## config.mk

```make
export PLATFORM = sky130hd
export DESIGN_NAME = pipe_flow_ctrl
export DESIGN_NICKNAME = d
export VERILOG_FILES = /design/src/rtl/pipe_flow_ctrl.sv
export SDC_FILE = /design/constraint.sdc
export NUM_CORES = 1
export LEC_CHECK = 0
export CAP_MARGIN = 10
export CORE_MARGIN = 5
export CORE_UTILIZATION = 30
export DETAILED_ROUTE_END_ITERATION = 8
export MAX_ROUTING_LAYER = met4
export PLACE_DENSITY_LB_ADDON = 0.08
export SETUP_SLACK_MARGIN = 0.15
export SYNTH_ARGS = -nofsm -noshare
export SYNTH_HDL_FRONTEND = slang
export SYNTH_SLANG_ARGS = --single-unit
export TNS_END_PERCENT = 50
```

## constraint.sdc

```tcl
create_clock -name clk -period 4.6 [get_ports clk]
set_input_delay 0.69 -clock clk [delete_from_list [all_inputs] [get_ports clk]]
set_output_delay 0.69 -clock clk [all_outputs]
set_load 0.005 [all_outputs]
```

## src/rtl/pipe_flow_ctrl.sv

```systemverilog
// Pipeline flow controller: per-stage flow ops, memory port arbitration,
// mul/div sequencing, load-use and flush handling, and a stall counter.
module pipe_flow_ctrl #(
  parameter int MULDIV_CYCLES = 4,
  parameter int MEM_TIMEOUT   = 64
) (
  input  logic        clk,
  input  logic        rst,
  input  logic        mem_req_i,
  input  logic        mem_ack_i,
  input  logic        if_ack_i,
  input  logic        ex_is_load_i,
  input  logic        ex_wreg_i,
  input  logic [4:0]  ex_wdst_i,
  input  logic [4:0]  id_rs_i,
  input  logic [4:0]  id_rt_i,
  input  logic        id_use_rs_i,
  input  logic        id_use_rt_i,
  input  logic        ex_muldiv_i,
  input  logic        ex_flush_i,
  output logic [1:0]  pc_op_o,
  output logic [1:0]  if_id_op_o,
  output logic [1:0]  id_ex_op_o,
  output logic [1:0]  ex_mem_op_o,
  output logic [1:0]  mem_wb_op_o,
  output logic        mem_grant_o,
  output logic        muldiv_done_o,
  output logic        bus_err_o,
  output logic [31:0] stall_cycles_o
);

  localparam logic [1:0] NORMAL_OP = 2'b00;
  localparam logic [1:0] STALL_OP  = 2'b01;
  localparam logic [1:0] RST_OP    = 2'b10;

  localparam logic [1:0] S_RUN      = 2'b00;
  localparam logic [1:0] S_MEM_WAIT = 2'b01;
  localparam logic [1:0] S_ERROR    = 2'b10;

  localparam int              MDW     = $clog2(MULDIV_CYCLES);
  localparam logic [MDW-1:0]  MD_LOAD = MDW'(MULDIV_CYCLES - 2);
  localparam logic [6:0]      WAIT_LAST = 7'(MEM_TIMEOUT - 1);

  logic [1:0]     state;
  logic [6:0]     wait_cnt;
  logic           md_busy;
  logic [MDW-1:0] md_cnt;
  logic [31:0]    stall_cnt;

  logic in_err, mem_stall, md_start, md_hold, md_done, load_use;

  assign in_err    = (state == S_ERROR);
  assign mem_stall = !in_err && mem_req_i && !mem_ack_i;
  assign md_start  = !in_err && !mem_stall && ex_muldiv_i && !md_busy;
  assign md_hold   = md_busy && (md_cnt != '0);
  assign md_done   = md_busy && (md_cnt == '0) && !mem_stall && !in_err;
  assign load_use  = ex_is_load_i && ex_wreg_i && (ex_wdst_i != 5'd0) &&
                     ((id_use_rs_i && (id_rs_i == ex_wdst_i)) ||
                      (id_use_rt_i && (id_rt_i == ex_wdst_i)));

  assign bus_err_o      = in_err;
  assign stall_cycles_o = stall_cnt;
  assign mem_grant_o    = rst ? 1'b0 : mem_req_i;
  assign muldiv_done_o  = rst ? 1'b0 : md_done;

  always_comb begin
    pc_op_o     = NORMAL_OP;
    if_id_op_o  = NORMAL_OP;
    id_ex_op_o  = NORMAL_OP;
    ex_mem_op_o = NORMAL_OP;
    mem_wb_op_o = NORMAL_OP;
    if (rst) begin
      pc_op_o     = RST_OP;
      if_id_op_o  = RST_OP;
      id_ex_op_o  = RST_OP;
      ex_mem_op_o = RST_OP;
      mem_wb_op_o = RST_OP;
    end else if (in_err) begin
      pc_op_o     = STALL_OP;
      if_id_op_o  = STALL_OP;
      id_ex_op_o  = STALL_OP;
      ex_mem_op_o = STALL_OP;
      mem_wb_op_o = STALL_OP;
    end else if (mem_stall) begin
      pc_op_o     = STALL_OP;
      if_id_op_o  = STALL_OP;
      id_ex_op_o  = STALL_OP;
      ex_mem_op_o = STALL_OP;
      mem_wb_op_o = RST_OP;
    end else begin
      if (md_start || md_hold) begin
        pc_op_o     = STALL_OP;
        if_id_op_o  = STALL_OP;
        id_ex_op_o  = STALL_OP;
        ex_mem_op_o = RST_OP;
      end else if (load_use) begin
        pc_op_o    = STALL_OP;
        if_id_op_o = STALL_OP;
        id_ex_op_o = RST_OP;
      end else if (ex_flush_i) begin
        if_id_op_o = RST_OP;
        id_ex_op_o = RST_OP;
      end
      // Fetch has no port or no data this cycle: hold PC, bubble into ID.
      if ((mem_req_i || !if_ack_i) && (pc_op_o == NORMAL_OP) && !ex_flush_i) begin
        pc_op_o = STALL_OP;
        if (if_id_op_o == NORMAL_OP) if_id_op_o = RST_OP;
      end
    end
  end

  always_ff @(posedge clk or posedge rst) begin
    if (rst) begin
      state    <= S_RUN;
      wait_cnt <= '0;
    end else if (!in_err) begin
      if (mem_stall) begin
        state    <= (wait_cnt == WAIT_LAST) ? S_ERROR : S_MEM_WAIT;
        wait_cnt <= wait_cnt + 7'd1;
      end else begin
        state    <= S_RUN;
        wait_cnt <= '0;
      end
    end
  end

  // The mul/div countdown keeps running under a memory stall but cannot
  // complete until the stall releases.
  always_ff @(posedge clk or posedge rst) begin
    if (rst) begin
      md_busy <= 1'b0;
      md_cnt  <= '0;
    end else if (!in_err) begin
      if (md_start) begin
        md_busy <= 1'b1;
        md_cnt  <= MD_LOAD;
      end else if (md_hold) begin
        md_cnt <= md_cnt - 1'b1;
      end else if (md_done) begin
        md_busy <= 1'b0;
      end
    end
  end

  always_ff @(posedge clk or posedge rst) begin
    if (rst) begin
      stall_cnt <= '0;
    end else if ((pc_op_o != NORMAL_OP) && (stall_cnt != 32'hFFFF_FFFF)) begin
      stall_cnt <= stall_cnt + 32'd1;
    end
  end

endmodule
```

==> results of run 1 <==
[area by class of cell]
class                           instances  area (sq um)  share of cell area, %
Multi-Input combinational cell        188          1220                   37.2
Sequential cell                        44          1100                   33.5
Timing Repair Buffer                   71           708                   21.5
Tap cell                              102           128                   3.88
Clock buffer                            8          90.1                   2.74
Inverter                                9          38.8                   1.18
[cells in the final DEF (no fill, tap or decap), drive strengths merged, types with 4 or more instances in the layout]
cell type / count
and4: 4
xor2: 11
nand4: 15
nor2: 17
nand2: 28
clkbuf: 8
xnor2: 31
nand2b: 4
dfrtp: 44
nand3: 18
nor3: 6
a21oi: 9
o21ai: 13
and2: 7
and3: 10
clkdlybuf4s50: 70
inv: 9
[cell families (layout without fill, tap and decap cells)]
| family | Yosys count | after routing | share of synthesized area (%) |
|---|---|---|---|
| xor gates and xnor gates | 42 | 42 | 15.2 |
| adders and majority gates | 3 | 3 | 1.55 |
| and+or+nand+nor | 115 | 115 | 26.8 |
| DFF | 44 | 44 | 45.4 |
| muxes | 1 | 1 | 0.464 |
| AOI/OAI and AO/OA | 27 | 27 | 6.44 |
| buffers and inverters | 17 | 88 | 4.23 |
[through the flow]
step	utilization, %	cell area [sq um]
floorplan	-	2430
global placement	41.0	3200
detailed placement	41.0	3200
CTS	42.1	3290
global route	42.1	3290
finish	42.1	3290
[routing by layer]
layer  wire [um]  part of all wire (%)  track usage, %  vias up
met5           0                     0               -        -
met4          61                   1.0            3.47        0
met3         383                   6.5            3.54        7
met2        2580                    44            19.1       50
met1        2860                    49            15.9      961
li1            -                     -               -      994
[registers in the layout, indices dropped and copies added, names as in the netlist]
signal and flops:
md_cnt 2, state 2, wait_cnt 7, md_busy 1, stall_cycles_o 32
[Yosys cell counts (2+ instances only)]
cell      number
nand3_2        5
nor3_1         5
a22o_1         3
ha_1           3
nor4_1         2
xnor2_1       31
and4_1         4
nand3_1       13
nand2b_1       3
dfrtp_1       44
nand4_1       14
buf_6          4
inv_1          8
o21ai_0       13
and2_1         7
and3_1        10
a21oi_1        8
nor2_1        16
xor2_1        11
nand2_1       27
clkbuf_1       2
[worst max path at each step]
stage	startpoint	endpoint	slack (ps)	depth (start not counted)
global placement	ex_wdst_i[1]	if_id_op_o[1]	1130	8
detailed placement	ex_wdst_i[1]	if_id_op_o[1]	1080	8
finish	ex_wdst_i[1]	if_id_op_o[1]	1110	8
CTS	ex_wdst_i[1]	if_id_op_o[1]	1080	8
floorplan	rst	ex_mem_op_o[1]	1770	3
global route	ex_wdst_i[1]	if_id_op_o[1]	960	8
[worst max-delay path: cells and delay by family]
family                 cells  cell delay [ps]
and+or+nand+nor            3              780
buffers and inverters      2              950
AOI/OAI and AO/OA          3              380
[power by group]
group          switching, mW  internal [mW]
clock network          0.130          0.123
logic                 0.0262         0.0348
registers           0.000306          0.387
==> impl_metrics.tcl, run 1 <==
set metrics [dict create \
    status "finished, final reports clean" \
    first_pass_iters 4 \
    crit_arrival_ps 2800 \
    synth_edf_count 0 \
    pre_cts_ws_ps 1080 \
    synth_fp_nets 278 \
    die_area_sq_mm 0.00999 \
    cts_tree "built" \
    hold_viol 0 \
    initial_utilization_pct 31.1 \
    drv_slew 0 \
    worst_path_max_delay_cell "or4_1" \
    grt_max_degree 40 \
    grt_pass1_vias 2037 \
    crit_chain "clkdlybuf4s50_1 > or4_1 > o211ai_1 > a21oi_2 > nor2_1 > o21ai_0 > nand2_1 > clkdlybuf4s50_1" \
    crit_top_cell "clkdlybuf4s50_1" \
    power_leakage_nw 1.31 \
    numCtsBuffers 5 \
    power_density_mw_per_mm2 213 \
    regToRegEndpoint "stall_cycles_o[10]" \
    min_from "stall_cycles_o[5]" \
    max_stage_delay_ps 550 \
    ctsHoldBuffers 0 \
    postRouteWirelength_um 5880 \
    grt_first_pass_wirelength_um 9850 \
    drive_gt1_share_pct 7.19 \
    dp_hpwl_um 4300 \
    syn-instance-count 249 \
    fin_crit_ps 3490 \
    vdd.ir_drop.worst_mv 0.109 \
    drc 0 \
    r2r_cells 9 \
    hold_path_class "reg -> reg" \
    antenna_found_initial 0 \
    maxClockFrequency_ghz 0.286 \
    post_synth.cell_area_avg_sq_um 9.75 \
    yosys.area.top_type "dfrtp_1" \
    place_congestion 0.766 \
    end_kind "primary output" \
    portBuffers 70 \
    postRouteAntennaNets 0 \
    cts_max_level 2 \
    coreArea_sq_mm 0.00781 \
    hold_depth 1 \
    yosysTopAreaCellShare_pct 45.4 \
    reg2reg_from "md_cnt[0]" \
    critPathKind "in -> out" \
    cts_max_path_buffers 2 \
    cp.required_ps 3910 \
    synth_warnings 0 \
    grt.total_usage_pct 12.4 \
    syn2layout_area_growth_pct 35.5 \
    tns_ps 0 \
    startpoint_type "input port" \
    cts_resized 0 \
    postCtsSetupRepairBufs 0 \
    setup_viol 0 \
    fin_ws_ps 1110 \
    num_vias 2012 \
    antennaDiodeCount 0 \
    final_nets 348 \
    grt-ovfl-total 0 \
    ys_types 37 \
    die_h_um 100 \
    fin_crit_sh_pct 75.9 \
    final_cells 422 \
    holdWs_ps 492 \
    maxCapViolCount 0 \
    synthTopCellsByArea "dfrtp_1, xnor2_1, nand2_1" \
    avgViaCountPerCell 4.77 \
    cts_sinks 44 \
    dp_cells 414 \
    io_pins 71 \
    rsz0062_at_grt "no" \
    fill_cells 803 \
    yosys_register_bits 44 \
    min_to "stall_cycles_o[5]" \
    drt_first_iter_violations 36 \
    fin_total_pwr_mw 0.701 \
    synth_async_sr_flop_share_pct 100 \
    clock_latency_ps 290 \
    fin_skew_ps 3.52 \
    netlist_area_sq_mm 0.00243 \
    path_clk_slew_ps 80 \
    max_slew_margin_pct 51.7 \
    num_rows 32 \
    wl_per_cell_um 13.9 \
    worstMarginPinSlew_ps 724 \
    cp_max_fo 3 \
    ff2ff_setup_slack_ps 2150 \
    clock-root-buffer "clkbuf_8" \
    die_w_um 100 \
    synth-seq-area-share_pct 45.4 \
    ys.flop_type "dfrtp_1" \
]
Note: power is estimated with default switching activity, not from simulation.
==> inputs of run 2 (changes only) <==
==> constraint.sdc (replaced) <==
create_clock -name clk -period 3.28 [get_ports clk]
set_input_delay 0.492 -clock clk [delete_from_list [all_inputs] [get_ports clk]]
set_output_delay 0.492 -clock clk [all_outputs]
set_load 0.005 [all_outputs]
==> run 2 against run 1 <==
Design area rose by 2.5%. Global-route usage barely moved. Total power is 55% higher. Worst hold slack improved by 5.6 ps. Register-to-register slack worse by 1200 ps. Die area is the same. Critical path type unchanged. Largest power group unchanged. Sequential share of layout area decreased by 0.83 points. Sequential power is 40% higher. Setup slack lost 730 ps. Routed wire length fell by 0.41%.
==> impl_metrics.tcl, run 2 (same netlist as run 1, synthesis figures left out) <==
set metrics [dict create \
    status "finished, final reports clean" \
    final_cells 425 \
    final_nets 351 \
    num_rows 32 \
    holdWs_ps 498 \
    end_kind "primary output" \
    die_w_um 100 \
    setup_viol 0 \
    place_congestion 0.771 \
    wl_met3_um 391 \
    ff2ff_setup_slack_ps 980 \
    worstMarginPinSlew_ps 496 \
    route.top_layer_used "met4" \
    wl_met1_um 2830 \
    antenna_found_initial 0 \
    drt_first_iter_violations 67 \
    dp_cells 416 \
    clock-root-buffer "clkbuf_8" \
    hold_path_class "reg -> reg" \
    maxClockFrequency_ghz 0.344 \
    r2r_cells 10 \
    coreArea_sq_mm 0.00781 \
    numCtsBuffers 5 \
    grt_pass1_vias 1979 \
    cp-startpoint "id_rs_i[3]" \
    critPathKind "in -> out" \
    crit_arrival_ps 2410 \
    final_common_cell "clkdlybuf4s50_1" \
    num_vias 2006 \
    drive_gt1_share_pct 8.98 \
    mostFrequentLayoutCells "clkdlybuf4s50_1, dfrtp_1, xnor2_1" \
    wl_per_cell_um 13.8 \
    cts_max_path_buffers 2 \
    avgViaCountPerCell 4.72 \
    largest_register_ffs 32 \
    fill_cells 793 \
    endpoint "pc_op_o[0]" \
    drc 0 \
    dp_hpwl_um 4240 \
    cts_max_level 2 \
    fin_crit_ps 2900 \
    cts_sinks 44 \
    fin_skew_ps 5.40 \
    cp.required_ps 2790 \
    io_pins 71 \
    grt_first_pass_wirelength_um 9850 \
    clock_latency_ps 300 \
    grt-ovfl-total 0 \
    postRouteWirelength_um 5860 \
    drv_slew 0 \
    grt_max_degree 40 \
    initial_utilization_pct 31.1 \
    tns_ps 0 \
    regToRegEndpoint "stall_cycles_o[10]" \
    startpoint_type "input port" \
    hold_viol 0 \
    vdd.ir_drop.worst_mv 0.133 \
    first_pass_iters 4 \
    portBuffers 70 \
    fin_crit_sh_pct 88.5 \
    max_slew_margin_pct 67.0 \
    cp_max_fo 3 \
    path_clk_slew_ps 80 \
    power_density_mw_per_mm2 323 \
    rsz0062_at_grt "no" \
    die_h_um 100 \
    reg2reg_from "md_cnt[0]" \
    power_leakage_nw 1.39 \
    antennaDiodeCount 0 \
    wl_met2_um 2570 \
    syn2layout_area_growth_pct 39.0 \
    cts_tree "built" \
    ctsHoldBuffers 0 \
    postRouteAntennaNets 0 \
    multi_input_area_sq_mm 0.00123 \
    grt.total_usage_pct 12.4 \
    die_area_sq_mm 0.00999 \
    maxCapViolCount 0 \
    seq_area_sq_mm 0.00110 \
]
[run 2: cell types whose count changed in the layout (fill, tap and decap cells not counted), sizes merged]
| cell | change |
|---|---|
| clkdlybuf4s50 | -4 |
| clkbuf | -1 |
| bufinv | +1 |
| dlymetal6s2s | +4 |
| buf | +3 |
[run 2: what timing repair did]
action                                  4_1_cts  5_1_grt
buffers inserted                              0        1
endpoints found under the setup margin        0        3
endpoints found under the hold margin         0        0
resized for setup                             0        5
[run 2: final cells by class]
type / instances / area share, %
repair buffers: 74 / 22.3
clock buffers: 7 / 2.86
clock inverters: 1 / 0.890
multi-input cells: 188 / 36.4
flip-flops and latches: 44 / 32.6
inverters: 9 / 1.15
well taps: 102 / 3.78
[run 2: routing by layer]
layer	up-vias	GRT usage (%)
met3	6	3.68
met2	56	18.4
met4	0	3.47
li1	1000	-
met5	-	-
met1	944	16.4
[run 2: power breakdown]
group	switching [mW]	internal (mW)
Sequential	0.000429	0.542
Clock	0.192	0.269
Combinational	0.0366	0.0491
Total	0.229	0.861
[run 2: how the worst min path moves through the flow]
stage                          to               start  cells past startpoint  slack [ps]
4_1_cts         stall_cycles_o[9]   stall_cycles_o[9]                      1         500
3_3_place_gp    stall_cycles_o[5]   stall_cycles_o[5]                      1         480
5_1_grt         stall_cycles_o[9]   stall_cycles_o[9]                      1         520
3_5_place_dp    stall_cycles_o[5]   stall_cycles_o[5]                      1         490
6_report       stall_cycles_o[30]  stall_cycles_o[30]                      1         500
2_1_floorplan         wait_cnt[2]         wait_cnt[2]                      1         470
[run 2: critical path, cell delays in order]
cell and delay (ps):
clkdlybuf4s50_1 410, xor2_1 140, nor4_1 280, nand3_1 130, a21oi_2 210, nor2_2 70, a21oi_1 140, clkdlybuf4s50_1 520
[run 2: through the flow]
stage	area, sq um	total power, mW	utilization (%)	setup WS [ps]
finish	3370	1.09	43.2	377
global route	3370	1.13	43.2	205
CTS	3350	1.11	42.9	151
detailed placement	3230	0.642	41.3	149
global placement	3230	0.642	41.3	207
floorplan	2430	0.586	-	851
==> inputs of run 3 (changes only) <==
--- a/config.mk
+++ b/config.mk
@@ -8,6 +8,7 @@
 export CAP_MARGIN = 10
 export CORE_MARGIN = 5
 export CORE_UTILIZATION = 30
+export CTS_BUF_LIST = sky130_fd_sc_hd__clkbuf_8
 export DETAILED_ROUTE_END_ITERATION = 8
 export MAX_ROUTING_LAYER = met4
 export PLACE_DENSITY_LB_ADDON = 0.08
==> constraint.sdc (replaced) <==
create_clock -name clk -period 3.28 [get_ports clk]
set_input_delay 0.492 -clock clk [delete_from_list [all_inputs] [get_ports clk]]
set_output_delay 0.492 -clock clk [all_outputs]
set_load 0.01 [all_outputs]
==> run 3 against run 2 <==
Sequential cell count stayed put. Setup slack worse by 120 ps. Critical path type unchanged. Global-route usage shrank 0.12 points. Highest routed layer unchanged. Design area decreased by 1.3%. Register-to-register slack hardly changed. Largest power group unchanged. Via count is 0.95% lower. Worst hold slack worse by 5.5 ps. Sequential share of layout area grew 0.44 points.
==> impl_metrics.tcl, run 3 (same netlist as run 1, synthesis figures left out) <==
set metrics [dict create \
    mostFrequentLayoutCells "clkdlybuf4s50_1, dfrtp_1, xnor2_1" \
    crit_chain "clkdlybuf4s50_1 > xor2_1 > nor4_1 > nand3_1 > a21oi_2 > nor2_2 > a21oi_1 > clkdlybuf4s50_1" \
    die_area_sq_mm 0.00999 \
    antenna_found_initial 0 \
    coreArea_sq_mm 0.00781 \
    hold_path_class "reg -> reg" \
    busiest_layer "met2" \
    crit_arrival_ps 2530 \
    grt-ovfl-total 0 \
    worstMarginPinSlew_ps 505 \
    drc 0 \
    final_common_cell "clkdlybuf4s50_1" \
    largest_register_ffs 32 \
    drive_gt1_share_pct 8.39 \
    ctsHoldBuffers 0 \
    status "finished, final reports clean" \
    die_w_um 100 \
    crit_top_cell "clkdlybuf4s50_1" \
    cp_max_fo 3 \
    fin_crit_ps 3020 \
    hold_viol 0 \
    drt_first_iter_violations 71 \
    fin_crit_sh_pct 92.2 \
    max_stage_delay_ps 550 \
    grt_first_pass_wirelength_um 9680 \
    grt_use_met2_pct 18.5 \
    rsz0062_at_grt "yes" \
    min_from "stall_cycles_o[30]" \
    cts_tree "built" \
    numCtsBuffers 5 \
    fin_skew_ps 3.18 \
    dp_hpwl_um 4240 \
    holdWs_ps 492 \
    die_h_um 100 \
    postCtsSetupRepairBufs 0 \
    cts_sinks 44 \
    initial_utilization_pct 31.1 \
    drv_slew 0 \
    regToRegEndpoint "stall_cycles_o[10]" \
    min_to "stall_cycles_o[30]" \
    place_congestion 0.771 \
    maxCapViolCount 0 \
    vdd.ir_drop.worst_mv 0.120 \
    num_vias 1987 \
    grt_pass1_vias 1956 \
    hold_depth 1 \
    maxClockFrequency_ghz 0.331 \
    crit_buf_inv 2 \
    startpoint_type "input port" \
    worst_path_max_delay_cell "clkdlybuf4s50_1" \
    power_density_mw_per_mm2 296 \
    met3_usage_pct 3.41 \
    end_kind "primary output" \
    first_pass_iters 4 \
    cts_max_level 2 \
    clock-root-buffer "clkbuf_8" \
    ff2ff_setup_slack_ps 970 \
    antennaDiodeCount 0 \
    power_leakage_nw 1.34 \
    fill_cells 775 \
    setup_viol 0 \
    grt_max_degree 40 \
    postRouteAntennaNets 0 \
    critPathKind "in -> out" \
    clock_latency_ps 290 \
    cp_top_family "buffers and inverters" \
    max_slew_margin_pct 66.3 \
    grtUsageMet1_pct 16.1 \
    portBuffers 70 \
    final_nets 350 \
    cp.required_ps 2790 \
    wl_per_cell_um 13.9 \
    reg2reg_from "md_cnt[0]" \
    cts_resized 1 \
    avgViaCountPerCell 4.69 \
    r2r_cells 10 \
    cts_max_path_buffers 2 \
    grt.total_usage_pct 12.3 \
    syn2layout_area_growth_pct 37.1 \
    postRouteWirelength_um 5870 \
    tns_ps 0 \
    num_rows 32 \
    io_pins 71 \
    path_clk_slew_ps 80 \
]
==> run 3: how the worst max path moves through the flow <==
stage | start | to | slack (ps) | cells past startpoint
floorplan | rst | ex_mem_op_o[1] | 730 | 3
global placement | ex_wdst_i[1] | if_id_op_o[1] | 170 | 8
detailed placement | ex_wdst_i[1] | if_id_op_o[1] | 130 | 8
CTS | ex_wdst_i[1] | if_id_op_o[1] | 190 | 8
global route | ex_wdst_i[4] | id_ex_op_o[1] | 80 | 8
finish | ex_wdst_i[4] | pc_op_o[0] | 260 | 8
==> run 3: cell type report <==
cell class                 instances  area [sq um]  share of cell area, %
clock buffer                       6          82.6                   2.48
tap                              102           128                   3.83
sequential                        44          1100                   33.1
timing repair buffer              73           738                   22.2
clock inverter                     2          7.51                  0.226
inverter                           9          38.8                   1.17
multi-input combinational        188          1230                   37.0
==> run 3: metrics by stage <==
step                      util, %  std cells  instance area, sq um  power [mW]  worst slack (ps)
after CTS                    42.5        424                  3320        1.00               188
final                        42.6        424                  3330       0.984               256
after global routing         42.6        424                  3330        1.02              81.0
after detailed placement     41.3        416                  3230       0.645               134
after floorplan                 -        249                  2430       0.588               733
after global placement       41.3        416                  3230       0.645               171
==> run 3: power breakdown <==
part           switching (mW)  leakage [nW]  internal (mW)
clock                   0.185        0.0538          0.166
sequential           0.000430         0.579          0.542
combinational          0.0407         0.710         0.0499
total                   0.226          1.34          0.758
==> run 3: worst register-to-register path, stage by stage, from the launching register on <==
cell and delay, ps:
dfrtp_1 410, inv_1 70, ha_1 210, nand2b_1 150, and2_1 180, nand2_2 80
or3_1 340, o21a_2 240, buf_12 170, and3_1 230, xor2_1 130
==> run 3: layer usage <==
layer / wire [um] / up-vias / part of all wire, %
li1: - / 997 / -
met1: 2860 / 932 / 49
met2: 2570 / 52 / 44
met3: 381 / 6 / 6.5
met4: 66 / 0 / 1.1
met5: 0 / - / 0
